<file path="config.mk">
export PLATFORM = sky130hd
export DESIGN_NAME = cache_ctrl_nway
export DESIGN_NICKNAME = d
export VERILOG_FILES = /design/src/rtl/cache_ctrl_nway.sv
export SDC_FILE = /design/constraint.sdc
export NUM_CORES = 1
export LEC_CHECK = 0
export CAP_MARGIN = 20
export CORE_MARGIN = 5
export CORE_UTILIZATION = 40
export CTS_BUF_LIST = sky130_fd_sc_hd__clkbuf_4 sky130_fd_sc_hd__clkbuf_8
export DETAILED_ROUTE_END_ITERATION = 8
export PLACE_DENSITY = 0.68
export SYNTH_ARGS = -nofsm -noshare
export SYNTH_HDL_FRONTEND = slang
export SYNTH_SLANG_ARGS = --single-unit
</file>
<file path="constraint.sdc">
create_clock -name clk -period 1.7 [get_ports clk]
set_clock_uncertainty 0.1 [all_clocks]
set_input_delay 0.34 -clock clk [delete_from_list [all_inputs] [get_ports clk]]
set_output_delay 0.34 -clock clk [all_outputs]
set_load 0.005 [all_outputs]
</file>
<file path="src/rtl/cache_ctrl_nway.sv">
// N-way set-associative cache controller: hit/miss sequencing, write-back and
// line fill over a handshaked memory port, full-cache flush walker, wait timeout.
module cache_ctrl_nway #(
  parameter int unsigned WAYS    = 2,
  parameter int unsigned SETS    = 16,
  parameter int unsigned TIMEOUT = 255,
  localparam int unsigned WAY_W  = $clog2(WAYS),
  localparam int unsigned SET_W  = $clog2(SETS)
) (
  input  logic             clk,
  input  logic             rst,
  input  logic             cpu_read,
  input  logic             cpu_write,
  input  logic             hit,
  input  logic [WAY_W-1:0] hit_way,
  input  logic [WAYS-1:0]  is_valid,
  input  logic [WAYS-1:0]  is_dirty,
  input  logic [WAY_W-1:0] victim_way,
  input  logic             mem_resp,
  input  logic             flush,
  output logic             cpu_mem_valid,
  output logic             lru_load,
  output logic             mem_read,
  output logic             mem_write,
  output logic             data_in_select,
  output logic             error,
  output logic             flush_busy,
  output logic             flush_done,
  output logic [WAY_W-1:0] lru_way,
  output logic [WAY_W-1:0] flush_way,
  output logic [SET_W-1:0] flush_set,
  output logic [WAYS-1:0]  load_data_bytes,
  output logic [WAYS-1:0]  load_data_lines,
  output logic [WAYS-1:0]  load_tag,
  output logic [WAYS-1:0]  set_dirty,
  output logic [WAYS-1:0]  write_dirty,
  output logic [WAYS-1:0]  set_valid,
  output logic [WAYS-1:0]  write_valid
);

  localparam int unsigned CNT_W = (TIMEOUT > 1) ? $clog2(TIMEOUT) : 1;

  typedef enum logic [2:0] {
    IDLE, CHECK, WB_REQ, FILL_REQ, INSTALL, FL_SCAN, FL_WB, ERROR
  } state_t;

  state_t           state_q, state_d;
  logic             op_write_q, op_write_d;
  logic [WAY_W-1:0] vway_q, vway_d;
  logic [CNT_W-1:0] wait_q, wait_d;
  logic             fl_skip_q, fl_skip_d;
  logic [SET_W-1:0] flush_set_q, flush_set_d;
  logic [WAY_W-1:0] flush_way_q, flush_way_d;

  logic             cpu_mem_valid_q, cpu_mem_valid_d;
  logic             lru_load_q, lru_load_d;
  logic             mem_read_q, mem_read_d;
  logic             mem_write_q, mem_write_d;
  logic             data_in_select_q, data_in_select_d;
  logic             error_q, error_d;
  logic             flush_busy_q, flush_busy_d;
  logic             flush_done_q, flush_done_d;
  logic [WAY_W-1:0] lru_way_q, lru_way_d;
  logic [WAYS-1:0]  load_data_bytes_q, load_data_bytes_d;
  logic [WAYS-1:0]  load_data_lines_q, load_data_lines_d;
  logic [WAYS-1:0]  load_tag_q, load_tag_d;
  logic [WAYS-1:0]  set_dirty_q, set_dirty_d;
  logic [WAYS-1:0]  write_dirty_q, write_dirty_d;
  logic [WAYS-1:0]  set_valid_q, set_valid_d;
  logic [WAYS-1:0]  write_valid_q, write_valid_d;

  logic             free_found;
  logic [WAY_W-1:0] free_way;
  logic [WAY_W-1:0] miss_way;
  logic [WAYS-1:0]  hit_oh, vway_oh, fway_oh;
  logic             hit_ok, miss_dirty, flush_dirty, flush_last, wait_expired;

  // Lowest-index invalid way wins over the LRU victim on a miss.
  always_comb begin
    free_found = 1'b0;
    free_way   = '0;
    for (int i = int'(WAYS) - 1; i >= 0; i--) begin
      if (!is_valid[i]) begin
        free_found = 1'b1;
        free_way   = WAY_W'(i);
      end
    end
  end

  assign miss_way     = free_found ? free_way : victim_way;
  assign hit_ok       = hit && is_valid[hit_way];
  assign miss_dirty   = is_valid[miss_way] && is_dirty[miss_way];
  assign flush_dirty  = is_valid[flush_way_q] && is_dirty[flush_way_q];
  assign flush_last   = (flush_set_q == SET_W'(SETS - 1)) && (flush_way_q == WAY_W'(WAYS - 1));
  assign wait_expired = (wait_q == CNT_W'(TIMEOUT - 1));
  assign hit_oh       = WAYS'(1) << hit_way;
  assign vway_oh      = WAYS'(1) << vway_q;
  assign fway_oh      = WAYS'(1) << flush_way_q;

  // Outputs are computed for the state being entered, so they line up with it.
  always_comb begin
    state_d           = state_q;
    op_write_d        = op_write_q;
    vway_d            = vway_q;
    wait_d            = wait_q;
    fl_skip_d         = 1'b0;
    flush_set_d       = flush_set_q;
    flush_way_d       = flush_way_q;
    cpu_mem_valid_d   = 1'b0;
    lru_load_d        = 1'b0;
    mem_read_d        = 1'b0;
    mem_write_d       = 1'b0;
    data_in_select_d  = 1'b0;
    error_d           = 1'b0;
    flush_busy_d      = 1'b0;
    flush_done_d      = 1'b0;
    lru_way_d         = '0;
    load_data_bytes_d = '0;
    load_data_lines_d = '0;
    load_tag_d        = '0;
    set_dirty_d       = '0;
    write_dirty_d     = '0;
    set_valid_d       = '0;
    write_valid_d     = '0;

    case (state_q)
      IDLE: begin
        // Requests are held until acknowledged; skip the ack cycle itself.
        if (!cpu_mem_valid_q && !flush_done_q) begin
          if (flush) begin
            state_d      = FL_SCAN;
            flush_set_d  = '0;
            flush_way_d  = '0;
            flush_busy_d = 1'b1;
          end else if (cpu_write || cpu_read) begin
            state_d    = CHECK;
            op_write_d = cpu_write;
          end
        end
      end
      CHECK: begin
        if (hit_ok) begin
          state_d         = IDLE;
          cpu_mem_valid_d = 1'b1;
          lru_load_d      = 1'b1;
          lru_way_d       = hit_way;
          if (op_write_q) begin
            load_data_bytes_d = hit_oh;
            write_dirty_d     = hit_oh;
            set_dirty_d       = hit_oh;
          end
        end else begin
          vway_d = miss_way;
          wait_d = '0;
          if (miss_dirty) begin
            state_d     = WB_REQ;
            mem_write_d = 1'b1;
          end else begin
            state_d    = FILL_REQ;
            mem_read_d = 1'b1;
          end
        end
      end
      WB_REQ: begin
        if (mem_resp) begin
          state_d    = FILL_REQ;
          wait_d     = '0;
          mem_read_d = 1'b1;
        end else if (wait_expired) begin
          state_d = ERROR;
          error_d = 1'b1;
        end else begin
          wait_d      = wait_q + 1'b1;
          mem_write_d = 1'b1;
        end
      end
      FILL_REQ: begin
        if (mem_resp) begin
          state_d           = INSTALL;
          data_in_select_d  = 1'b1;
          load_data_lines_d = vway_oh;
          load_tag_d        = vway_oh;
          write_valid_d     = vway_oh;
          set_valid_d       = vway_oh;
          write_dirty_d     = vway_oh;
        end else if (wait_expired) begin
          state_d = ERROR;
          error_d = 1'b1;
        end else begin
          wait_d     = wait_q + 1'b1;
          mem_read_d = 1'b1;
        end
      end
      INSTALL: state_d = CHECK;
      FL_SCAN: begin
        // fl_skip_q marks the cycle carrying the dirty-clear strobe for this slot.
        if (!fl_skip_q && flush_dirty) begin
          state_d      = FL_WB;
          wait_d       = '0;
          flush_busy_d = 1'b1;
          mem_write_d  = 1'b1;
        end else if (flush_last) begin
          state_d      = IDLE;
          flush_done_d = 1'b1;
          flush_set_d  = '0;
          flush_way_d  = '0;
        end else begin
          flush_busy_d = 1'b1;
          flush_way_d  = flush_way_q + 1'b1;
          if (flush_way_q == WAY_W'(WAYS - 1)) flush_set_d = flush_set_q + 1'b1;
        end
      end
      FL_WB: begin
        if (mem_resp) begin
          state_d       = FL_SCAN;
          fl_skip_d     = 1'b1;
          flush_busy_d  = 1'b1;
          write_dirty_d = fway_oh;
        end else if (wait_expired) begin
          state_d = ERROR;
          error_d = 1'b1;
        end else begin
          wait_d       = wait_q + 1'b1;
          flush_busy_d = 1'b1;
          mem_write_d  = 1'b1;
        end
      end
      ERROR:   state_d = IDLE;
      default: state_d = IDLE;
    endcase
  end

  always_ff @(posedge clk or negedge rst) begin
    if (!rst) begin
      state_q           <= IDLE;
      op_write_q        <= 1'b0;
      vway_q            <= '0;
      wait_q            <= '0;
      fl_skip_q         <= 1'b0;
      flush_set_q       <= '0;
      flush_way_q       <= '0;
      cpu_mem_valid_q   <= 1'b0;
      lru_load_q        <= 1'b0;
      mem_read_q        <= 1'b0;
      mem_write_q       <= 1'b0;
      data_in_select_q  <= 1'b0;
      error_q           <= 1'b0;
      flush_busy_q      <= 1'b0;
      flush_done_q      <= 1'b0;
      lru_way_q         <= '0;
      load_data_bytes_q <= '0;
      load_data_lines_q <= '0;
      load_tag_q        <= '0;
      set_dirty_q       <= '0;
      write_dirty_q     <= '0;
      set_valid_q       <= '0;
      write_valid_q     <= '0;
    end else begin
      state_q           <= state_d;
      op_write_q        <= op_write_d;
      vway_q            <= vway_d;
      wait_q            <= wait_d;
      fl_skip_q         <= fl_skip_d;
      flush_set_q       <= flush_set_d;
      flush_way_q       <= flush_way_d;
      cpu_mem_valid_q   <= cpu_mem_valid_d;
      lru_load_q        <= lru_load_d;
      mem_read_q        <= mem_read_d;
      mem_write_q       <= mem_write_d;
      data_in_select_q  <= data_in_select_d;
      error_q           <= error_d;
      flush_busy_q      <= flush_busy_d;
      flush_done_q      <= flush_done_d;
      lru_way_q         <= lru_way_d;
      load_data_bytes_q <= load_data_bytes_d;
      load_data_lines_q <= load_data_lines_d;
      load_tag_q        <= load_tag_d;
      set_dirty_q       <= set_dirty_d;
      write_dirty_q     <= write_dirty_d;
      set_valid_q       <= set_valid_d;
      write_valid_q     <= write_valid_d;
    end
  end

  assign cpu_mem_valid   = cpu_mem_valid_q;
  assign lru_load        = lru_load_q;
  assign mem_read        = mem_read_q;
  assign mem_write       = mem_write_q;
  assign data_in_select  = data_in_select_q;
  assign error           = error_q;
  assign flush_busy      = flush_busy_q;
  assign flush_done      = flush_done_q;
  assign lru_way         = lru_way_q;
  assign flush_way       = flush_way_q;
  assign flush_set       = flush_set_q;
  assign load_data_bytes = load_data_bytes_q;
  assign load_data_lines = load_data_lines_q;
  assign load_tag        = load_tag_q;
  assign set_dirty       = set_dirty_q;
  assign write_dirty     = write_dirty_q;
  assign set_valid       = set_valid_q;
  assign write_valid     = write_valid_q;

endmodule

</file>
; Word level (Yosys, flattened, before mapping)
; Cells that the tools add are included.
[classes]
shift = 3
n_bitwise = 2
n_eq_ne = 18
mux = 78
n_reduce_logical = 22
addsub = 3
magnitude_cmp = 3
[ops]
columns = op, count
row1 = 1-bit 2-to-1 mux, 44
row2 = 8-bit 2-to-1 mux, 5
row3 = 8-bit case mux with 4 select lines, 1
row4 = 3-bit 2-to-1 mux, 9
row5 = 3-bit case mux with 8 select lines, 1
row6 = 4-bit 2-to-1 mux, 5
row7 = 2-bit 2-to-1 mux, 7
row8 = 3-bit == test (second input constant), 4
row9 = 2-bit != test (second input constant), 6
row10 = 4-bit AND reduction, 3
row11 = 3-bit != test (second input constant), 3
row12 = 1-bit case mux with 3 select lines, 3
row13 = 8-bit by 1-bit adder with 8-bit output (second input constant), 1
row14 = 8-bit == test (second input constant), 1
row15 = 4-bit case mux with 2 select lines, 1
row16 = 3-bit by 2-bit == test with 1-bit output (second input constant), 2
row17 = 1-bit logical AND, 6
row18 = 1-bit by 2-bit less-than comparator with 1-bit output (second input constant), 3
row19 = 2-bit case mux with 3 select lines, 1
row20 = 1-bit by 1-bit left shift with 2-bit output (first input constant), 3
row21 = 5-bit AND reduction, 1
row22 = 4-bit by 1-bit adder with 4-bit output (second input constant), 1
row23 = 4-bit == test (second input constant), 1
row24 = 4-bit nonzero test, 1
row25 = 12 further kinds, 16
[totals]
inputBits = 13
output_inout_bits = 28
wordCells = 147
regBits = 33

; Logic depth before layout (Yosys ltp)
; Gate-level depths: netlist (run 1).
[logic_depth]
ltp_word = 9
ltp_mapped = 6

; Least setup slack after synthesis (run 1)
; No wires, ideal clock.
[synth_timing]
path_type = register -> register
from = register flush_way_q (netlist: flush_way)
to = register wait_q[6]
setup_ps = 124
stages_incl_launch_ff = 5
slack_ps = 85
path_buffers = 0
arrival_time_ps = 1391
cell_sequence = dfrtp_1 > nand4bb_1 > a21bo_4 > and3_4 > a211o_1
[synth_between]
elab_chain_len = 6
elab_cells_between_ends = 8
cone_classes = eq/ne (1) / mux (4) / reduce/logical (3)
[synth_lines]
columns = element, line_no
row1 = "start, declared", 53  ; logic [WAY_W-1:0] flush_way_q, flush_way_d;
row2 = "start signal, assigned", 265  ; flush_way_q <= flush_way_d;
row3 = 1-bit 2-to-1 mux (implied by the code) (2 in series), 93  ; assign flush_dirty = is_valid[flush_way_q] && is_dirty[flush_way_q];
row4 = 1-bit logical AND (*), 93
row5 = 1-bit logical AND (*), 197  ; if (!fl_skip_q && flush_dirty) begin
row6 = 2-bit != test (no line) (*), -
row7 = 4-bit AND reduction (no line) (*), -
row8 = "end signal, assigned", 262  ; wait_q <= wait_d;
row9 = "end, declared", 50  ; logic [CNT_W-1:0] wait_q, wait_d;
; Every way passes the cells marked *; elsewhere a longest branch is shown, timed or not. The select of a mux whose other input is x is not followed.
; A chain may end at the register's enable or synchronous reset.

; Worst setup path after layout (run 1)
; Ends and elaborated chain as after synthesis.

==> impl_results.md, run 1 <==
* Outcome: completed
* Startpoint Class: register
* Via count at 1699
* Die area at 6010 um2
* Vias in the first global route at roughly 1600
* Post-route ant nets at 0
* Met3 wire length at between 150 and 200 um
* Post-synth top area share at 45.3%
* Post-Syn Area at 1820 um2
* Post-route minimum period at 1.68 ns
* Initial Util at 41.6%
* Cell taking the most area after synthesis: dfrtp_1
* Synthesized net count at 203
* Syn Area/Cell at 9.76 um2
* Met1 wire length at between 2000 and 2500 um
* DP Area at approximately 2400 um2
* Core Rows at 24
* Pre-antenna DRT Iters at 4
* Most area-consuming cells after synthesis: dfrtp_1 45%, buf_4 4.1%, o21ai_0 3.6%, nor2_1 3.1%, nand2_1 2.5%
* Global-route wire length before repair at 7800 um
* Slew HR at about three quarters
* Max IR drop VDD at about 670 uV
* PortBufs at 40
* Top Ports at 41
* Sequential share of power at 31.9%
* Critical Setup Path Class: reg2reg
* Max Cap Viol at 0
* Asr flop ratio synth at 100%
* Crit path required time at around 1.8 ns
* RSZ-0062 raised after global routing: true
* Largest net degree at the start of global routing at 34
* R2R depth at 4
* Clock Power Share at ~17%
* Routed WL per cell at 14.9 um
* Slew @ Worst Pin at 0.373 ns
* R2R setup slack at 0.02 ns
* # fillers at 370
* Chip width at between 70 and 80 um
* Psw at approximately 1.2 mW
* Final hold viol count at 0
* Switch share at 36.2%
* Die height at 77.5 um
* Syn Inst Count at 187
* Num CTS Buffers at 5
* GPL Wtd Cong at ~0.85
* Nets at between 200 and 300
* Share of cells above drive strength 1 at between 20 and 30%
* Final Slew Violations at 0
* Initial antenna violation count at 0
* Post-synthesis register bit count at 33
* Clock sink total at 33
* Total buffers and inverters traversed by the critical path at 0
* Vias per cell at 5.39
* Synthesis Warnings at 0
* Uppermost layer routed: met4
* GRT Residual Overflow at 0
* Worst hold-check path type: in2async
* Seq/Total Area, Yosys at between 40 and 50%
* Most common cell in the netlist: dfrtp_1
* # diodes at 0
* Area Growth Syn to Fin at 48.6%
* Leakage Power at ~1.2 nW
* Fmax at 0.595 GHz
* End-of-flow core utilization at between 60% and 70%
* Root buf cell: clkbuf_8
* CTS max path bufs at 2
* Routed WL at 4680 um
* Critical path depth at 4
* CP arrival at 1.75 ns
* CTS tree: yes
* Yosys cell types at 53
* Commonest cells post-synth: 33 x dfrtp_1, 15 x nor2_1, 13 x o21ai_0
* Initial DRC count at 89
* Slowest stage delay, CP at 0.42 ns
* CP max-delay cell: dfrtp_1
* Area of the core at 4380 um2
* DRC at 0
* Post-synth EDFFs at 0
* Largest delay share family, worst path: compound AO/OA/AOI/OAI gates
* Synth Flop Type: dfrtp_1
* CP Cell Sequence: nand4b_1 -> a21bo_4 -> and3_4 -> a211o_1
* CP Capture Type: register
* Final HPWL DP at 3540 um
* H-Tree Depth at 2
* Period utilization at 98.8%
* Internal at 2.20 mW
* Setup violators final at 0
* Fin area at 2710 um2
* Reg clk slew, reported paths at 0.07 ns
* Worst-Skew Late Latency at between 0.2 and 0.3 ns
* Routed length on met2 at 2290 um
* Gr usage total at 16.0%
* Pwr per Cell Area at 1270 nW/um2
* Critical path peak fanout at 5
* Combinational Power Share at 51.4%
==> worst reg2reg max path, stage by stage (launching register included) <==
cell and delay [ns]:
dfrtp_1 0.42, nand4b_1 0.26, a21bo_4 0.30, and3_4 0.21
a211o_1 0.28
==> sequential cells by signal (all words and copies together) (netlist names) <==
signal	flops
wait_q	8
flush_set	4
state_q	3
set_dirty	2
write_dirty	2
write_valid	2
data_in_select	1
error	1
fl_skip_q	1
flush_busy	1
flush_done	1
flush_way	1
lru_load	1
lru_way	1
mem_read	1
mem_write	1
op_write_q	1
vway_q	1
==> power groups by stage <==
stage	Combinational (mW)	Clock, mW	Sequential [mW]
after floorplan	0.855	0	1.09
after global placement	1.56	0	1.08
after detailed placement	1.58	0	1.09
after global routing	1.94	0.637	1.12
final	1.77	0.576	1.10
after CTS	1.64	0.596	1.07
==> per-layer routing <==
metal | GRT usage, % | vias to the layer above
met1 | 21.9 | 819
met2 | 25.6 | 42
met3 | 3.13 | 6
li1 | - | 832
met5 | 0 | -
met4 | 4.64 | 0
==> cell type report <==
cell class              count  area [um2]  area share, %
repair buffers             82         739           27.3
flip-flops and latches     33         831           30.6
multi-input cells         131         956           35.3
inverters                   9        33.8           1.25
clock inverters             3        17.5          0.646
clock buffers               5        68.8           2.54
well taps                  52        65.1           2.40
==> per-stage QoR <==
step | setup slack [ns] | power (mW) | setup TNS (ns) | hold WS [ns] | cells
finish | 0.0203 | 3.44 | 0 | 0.316 | 315
global route | -0.0668 | 3.70 | -0.246 | 0.328 | 315
CTS | -0.000655 | 3.31 | -0.000655 | 0.318 | 311
detailed placement | -0.444 | 2.67 | -6.88 | 0.408 | 298
global placement | -0.430 | 2.65 | -6.55 | 0.404 | 298
floorplan | 0.0853 | 1.94 | 0 | -0.0556 | 187
==> placed cells by master, fill, tap and decap left out, types with 2 or more instances in the layout <==
cell type	instances
o22a_1	2
inv_2	2
dlygate4sd2_1	6
dlymetal6s2s_1	3
a21boi_1	2
inv_1	7
nand3_1	5
clkinv_2	2
nand4_1	5
a21oi_1	5
dfrtp_2	4
and3_1	5
o311ai_1	2
nand3_2	2
nand2b_1	2
ha_1	2
buf_6	3
clkdlybuf4s50_1	31
a211o_1	4
nand2_1	12
o21ai_1	5
o21ai_0	9
nor3_1	3
o211ai_1	3
buf_4	38
nor2b_1	3
and2_1	4
clkbuf_8	5
nor2_1	14
a31oi_1	3
or3_1	3
a221oi_1	2
dfrtp_1	29
==> path summary, 6_finish.rpt <==
| path | start | end |
|---|---|---|
| max in group asynchronous | rst | state_q[2]$_DFFE_PN0P_ |
| worst max-delay path | flush_way$_DFFE_PN0P_ | wait_q[6]$_DFFE_PN0P_ |
| worst min-delay path | rst | wait_q[0]$_DFFE_PN0P_ |
| worst min register to register | vway_q$_DFFE_PN0P_ | write_valid[0]$_DFF_PN0_ |
| worst max register to register | flush_way$_DFFE_PN0P_ | wait_q[6]$_DFFE_PN0P_ |
| min in group clk | mem_resp | mem_write$_DFF_PN0_ |
==> cells by family after synthesis <==
kind of cell | synth area share [%]
AO/OA/AOI/OAI | 21.5
XOR/XNOR | 0.480
adder cells (fa/ha/maj) | 2.06
buffers and inverters | 7.41
flip-flops | 45.3
multiplexers | 1.78
AND/OR/NAND/NOR | 21.5
==> what timing repair did <==
action,4_1_cts,5_1_grt
resized for setup,13,29
pin swaps,4,6
buffers inserted,5,4
hold buffers,0,0
endpoints found under the setup margin,16,19
(Power assumes the default switching activity.)
==> run 2, diff against run 1 <==
- PLACE_DENSITY: 0.68 -> 0.73
==> run 2 against run 1 <==
The run now ends with negative setup slack left. Wire length increased by 11%. Cell area increased by 6.3%. Hold slack improved by 0.0056 ns.
==> impl_results.md, run 2 (synthesis gave the netlist of run 1 again) <==
* Gr usage total at between 15 and 20%
* Startpoint Class: register
* H-Tree Depth at 2
* Via count at 1808
* Share of cells above drive strength 1 at 33.7%
* Routed WL at 5210 um
* Initial antenna violation count at 0
* Failing checks: negative setup slack
* Placed cells at 299
* Largest Register: wait_q
* CP Cell Sequence: buf_4 -> clkbuf_16 -> nand2b_1 -> o21ba_4 -> a32oi_4 -> o32ai_4
* Crit path required time at 1.76 ns
* Fmax at 0.576 GHz
* Top Ports at 41
* Most common cell after layout, fill and taps aside: buf_4
* Post-route minimum period at 1.74 ns
* Met3 wire length at approximately 360 um
* Die height at between 70 and 80 um
* Area of the core at 4380 um2
* Chip width at 77.5 um
* Final HPWL DP at 3510 um
* Initial DRC count at 147
* Core Rows at 24
* Num CTS Buffers at 5
* R2R setup slack at -0.04 ns
* Area Growth Syn to Fin at 58.0%
* Pre-antenna DRT Iters at 4
* GPL Wtd Cong at approximately 0.86
* Max IR drop VDD at between 900 and 1000 uV
* Die area at around 6000 um2
* Non-filler cells, final at 319
* Vias in the first global route at 1643
* Outcome: finished, violations left
* Place WS at -0.496 ns
* Setup violators final at 4
* CP Capture Type: register
* Worst hold-check path type: in2async
* Root buf cell: clkbuf_8
* CTS tree: yes
* Largest net degree at the start of global routing at 34
* Leakage Power at 1.29 nW
* Global-route wire length before repair at just under 8000 um
* CTS max path bufs at 2
* Nets at around 280
* Post-route ant nets at 0
* Slowest stage delay, CP at 0.46 ns
* Hold_buf cts at 0
* Reg clk slew, reported paths at approximately 0.070 ns
* Max Cap Viol at 0
* Uppermost layer routed: met4
* Most frequent cells in the layout: 39 x buf_4, 33 x clkdlybuf4s50_1, 30 x dfrtp_1
* CP arrival at 1.79 ns
* Largest delay share family, worst path: compound AO/OA/AOI/OAI gates
* End-of-flow core utilization at between 60% and 70%
* Total buffers and inverters traversed by the critical path at 2
* Final Slew Violations at 0
* Clock sink total at 33
* # diodes at 0
* Pwr per Cell Area at 1380 nW/um2
* Initial Util at between 40% and 50%
* Routed length on met2 at 2610 um
* Critical Setup Path Class: reg2reg
* Worst-Skew Late Latency at roughly 0.29 ns
* PnR worst setup slack at -0.0374 ns
* Period utilization at 102%
* GRT Residual Overflow at 0
* DRC at 0
* Routed WL per cell at 16.3 um
* Met1 wire length at 2170 um
* Slew @ Worst Pin at 0.500 ns
* RSZ-0062 raised after global routing: true
* CP max-delay cell: dfrtp_2
* PortBufs at 40
* Final hold viol count at 0
* Critical path peak fanout at 6
* Slew HR at roughly two thirds
* Max reg flops at 8
* Vias per cell at 5.67
run 2: cell types whose count changed in the layout (fill, tap and decap cells not counted), moves of 2 or more:
cell and change:
clkbuf_8 +2, buf_12 +2, nor2b_1 -2, a221oi_2 +2, a221oi_1 -2, clkdlybuf4s50_1 +2
run 2: layer usage:
metal	up-vias	track usage, %
met5	-	0
met4	0	6.53
met3	9	3.82
met2	73	25.5
met1	882	21.5
li1	844	-
run 2: metrics by stage:
step	hold slack (ns)	instance area (um2)	setup TNS [ns]	power, mW
finish	0.321	2880	-0.0857	3.98
global route	0.354	2880	-0.599	4.22
CTS	0.325	2630	0	3.45
detailed placement	0.392	2480	-7.12	2.72
global placement	0.378	2480	-6.62	2.68
floorplan	-0.0556	1820	0	1.94
run 2: layout make-up:
class,count,area [um2]
Fill cell,342,1500
Multi-Input combinational cell,131,1040
Sequential cell,33,830
Timing Repair Buffer,86,811
Clock buffer,7,96.3
Tap cell,52,65.1
Inverter,9,38.8
Clock inverter,1,5.00
run 2: where the power goes:
group | total (mW) | internal, mW | leakage (nW) | switching (mW)
clock network | 0.651 | 0.366 | 0.0542 | 0.285
logic | 2.22 | 1.23 | 0.793 | 0.985
registers | 1.11 | 0.954 | 0.442 | 0.153
total | 3.98 | 2.55 | 1.29 | 1.42
run 2: final timing paths:
check	from	to	cells past startpoint
min in group clk	mem_resp	mem_write$_DFF_PN0_	3
max	state_q[0]$_DFFE_PN0P_	wait_q[1]$_DFFE_PN0P_	6
min reg2reg	vway_q$_DFFE_PN0P_	write_valid[0]$_DFF_PN0_	1
max reg2reg	state_q[0]$_DFFE_PN0P_	wait_q[1]$_DFFE_PN0P_	6
min	rst	wait_q[4]$_DFFE_PN0P_	2
max in group asynchronous	rst	lru_load$_DFF_PN0_	2
run 2: what timing repair did:
action	CTS	global route
endpoints found under the hold margin	0	0
pin swaps	2	7
setup endpoints to repair	17	17
gates cloned	0	1
gates resized for setup	14	42
buffers inserted	2	9
==> edit (flow settings as in run 1) <==
Take the reset off `flush_set_q` and load it in a clocked block of its own.
--- a/src/rtl/cache_ctrl_nway.sv
+++ b/src/rtl/cache_ctrl_nway.sv
@@ -238,5 +238,4 @@
       wait_q            <= '0;
       fl_skip_q         <= 1'b0;
-      flush_set_q       <= '0;
       flush_way_q       <= '0;
       cpu_mem_valid_q   <= 1'b0;
@@ -262,5 +261,4 @@
       wait_q            <= wait_d;
       fl_skip_q         <= fl_skip_d;
-      flush_set_q       <= flush_set_d;
       flush_way_q       <= flush_way_d;
       cpu_mem_valid_q   <= cpu_mem_valid_d;
@@ -283,4 +281,8 @@
   end
 
+  always_ff @(posedge clk) begin
+    flush_set_q <= flush_set_d;
+  end
+
   assign cpu_mem_valid   = cpu_mem_valid_q;
   assign lru_load        = lru_load_q;
Formal check against the unedited RTL: differs if rst is asserted again (counterexample within 4 cycles, from zero or initial values and one cycle with rst low); with rst held inactive, the same outputs for 10 cycles.
==> edit against run 1 <==
Sequential power rose by 6%. Sequential share of layout area rose by 0.29 points. Combinational power rose by 12%. Area after synthesis fell by 3.5%. Worst setup slack improved by 2.0 ps. Final area rose by 1.2%. Sequential cell count did not move. Final cell count rose by 2.5%. Wire length rose by 0.45%. Power rose by 8.5%. Highest routed layer unchanged. Non-clock buffer count rose by 11. Clock power rose by 2%. Critical endpoint unchanged.
==> edit: results (changes against run 1) <==
outcome: "completed"
cp.arrival_ps: 1790  # +40 ps
diodes: 0  # unchanged
layout.nets: 286  # +2.9%
hold_path.class: "input pin to asynchronous set/reset pin"
drtIter0Drc: 100  # +12%
fillers: 364  # -1.6%
grt_usage: 0.165  # +0.00550
grt_pass1_wl_mm: 7.76  # -0.62%
ys_seq_area_frac: 0.480  # +0.0278
first_global_vias: 1692  # +4.0%
dp_hpwl_mm: 3.47  # -2.1%
wl_met1_mm: 2.00  # -6.4%
tightestPinTransition_ps: 377  # +3.34 ps
totalWireLength_mm: 4.70  # +0.45%
regMostFlops: "wait_q"
gp_congestion: 0.825  # -2.4%
r2r_cells: 5  # +1
grt_max_degree: 30  # -12%
routed-wl-met3_um: 216  # +16%
viasPerCell: 5.24  # -2.8%
synth_cell_types: 48  # -9.4%
drt_pass1_iterations: 5  # +1
reg2reg_to: "wait_q[6]"
netlist_top_cells_count: "29 x dfrtp_1, 22 x nor2_1, 14 x nand2_1"
peakVddDrop_uv: 664  # -0.71%
regToRegSetupSlack_ps: 20
synth_edf_count: 4  # +4
synth_area_leaders: "dfrtp_1 41%, edfxtp_1 6.8%, nor2_1 4.7%"
wl_met2_mm: 2.41  # +5.4%
largest_reg_flops: 8  # unchanged
path_max_fanout: 11  # +6
hold_slack_ps: 335  # +19.8 ps
reg2reg_from: "state_q[0]"
p_leak_nw: 1.23  # -1.3%
syn_nets: 202  # -0.49%
drive_above_1_share: 0.336  # +0.0468
synth-async-reset-ratio: 0.879  # -0.121
==> edit: changes by cell type after synthesis, sizes merged, moves of 3 or more <==
cell | before | now
nand4 | 5 | 1
nand3 | 7 | 11
nor2 | 15 | 22
a21bo | 3 | 0
a21oi | 5 | 9
dfrtp | 33 | 29
and3 | 6 | 3
nor3 | 3 | 7
a221oi | 3 | 0
o21ai | 14 | 11
a211o | 4 | 1
clkbuf | 0 | 3
edfxtp | 0 | 4
==> edit: kinds of logic after synthesis <==
group                      after synthesis  synth area share
AOI/OAI and AO/OA                       45             0.175
xor gates and xnor gates                 3            0.0149
adders and majority gates                3            0.0213
buffers and inverters                   24            0.0739
DFF                                     33             0.480
muxes                                    3            0.0199
and+or+nand+nor                         75             0.215
==> edit: final cells by class <==
cell class	count	area [µm²]	share of cell area
clock inverters	2	10.0	0.00365
flip-flops and latches	33	848	0.309
multi-input cells	129	905	0.330
clock buffers	6	76.3	0.0278
repair buffers	93	808	0.295
well taps	52	65.1	0.0237
inverters	8	30.0	0.0109
==> edit: timing repair <==
item / CTS / global route
pin swaps: 1 / 5
gates resized for setup: 20 / 18
setup endpoints to repair: 22 / 15
buffers inserted: 4 / 3
gates cloned: 0 / 0
==> edit: how the worst max path moves through the flow <==
| stage | cells after the start | slack, ps | to |
|---|---|---|---|
| global placement | 6 | -430 | state_q[0] |
| finish | 5 | 20 | wait_q[6] |
| CTS | 7 | -20 | state_q[2] |
| detailed placement | 6 | -460 | state_q[0] |
| global route | 6 | -80 | state_q[0] |
| floorplan | 8 | 30 | state_q[2] |
==> edit: worst max-delay path, stage by stage (launching register included) <==
cell and delay, ps:
dfrtp_2 440, buf_12 150, and3_2 220, a21o_1 210
or3_1 340, a31oi_1 140
==> edit: metrics by stage <==
stage,instances,setup slack (ps),power (W),instance area [µm²],utilization
after global placement,308,-433,0.00291,2490,0.576
after global routing,323,-84.0,0.00400,2740,0.634
final,323,22.3,0.00374,2740,0.634
after floorplan,186,28.7,0.00199,1770,-
after detailed placement,308,-463,0.00295,2490,0.576
after CTS,320,-17.4,0.00364,2650,0.613
==> edit: report_power, final <==
group          leakage (nW)  internal, W  total (W)  switching [W]
combinational         0.757      0.00111    0.00199       0.000878
clock                0.0484     0.000299   0.000585       0.000286
sequential            0.424      0.00101    0.00117       0.000160
total                  1.23      0.00241    0.00374        0.00132
==> edit: metal layers <==
metal  track usage  vias to the layer above
met5             0                        -
met4        0.0699                        0
met3        0.0390                        6
met2         0.282                       52
met1         0.197                      819
li1              -                      817
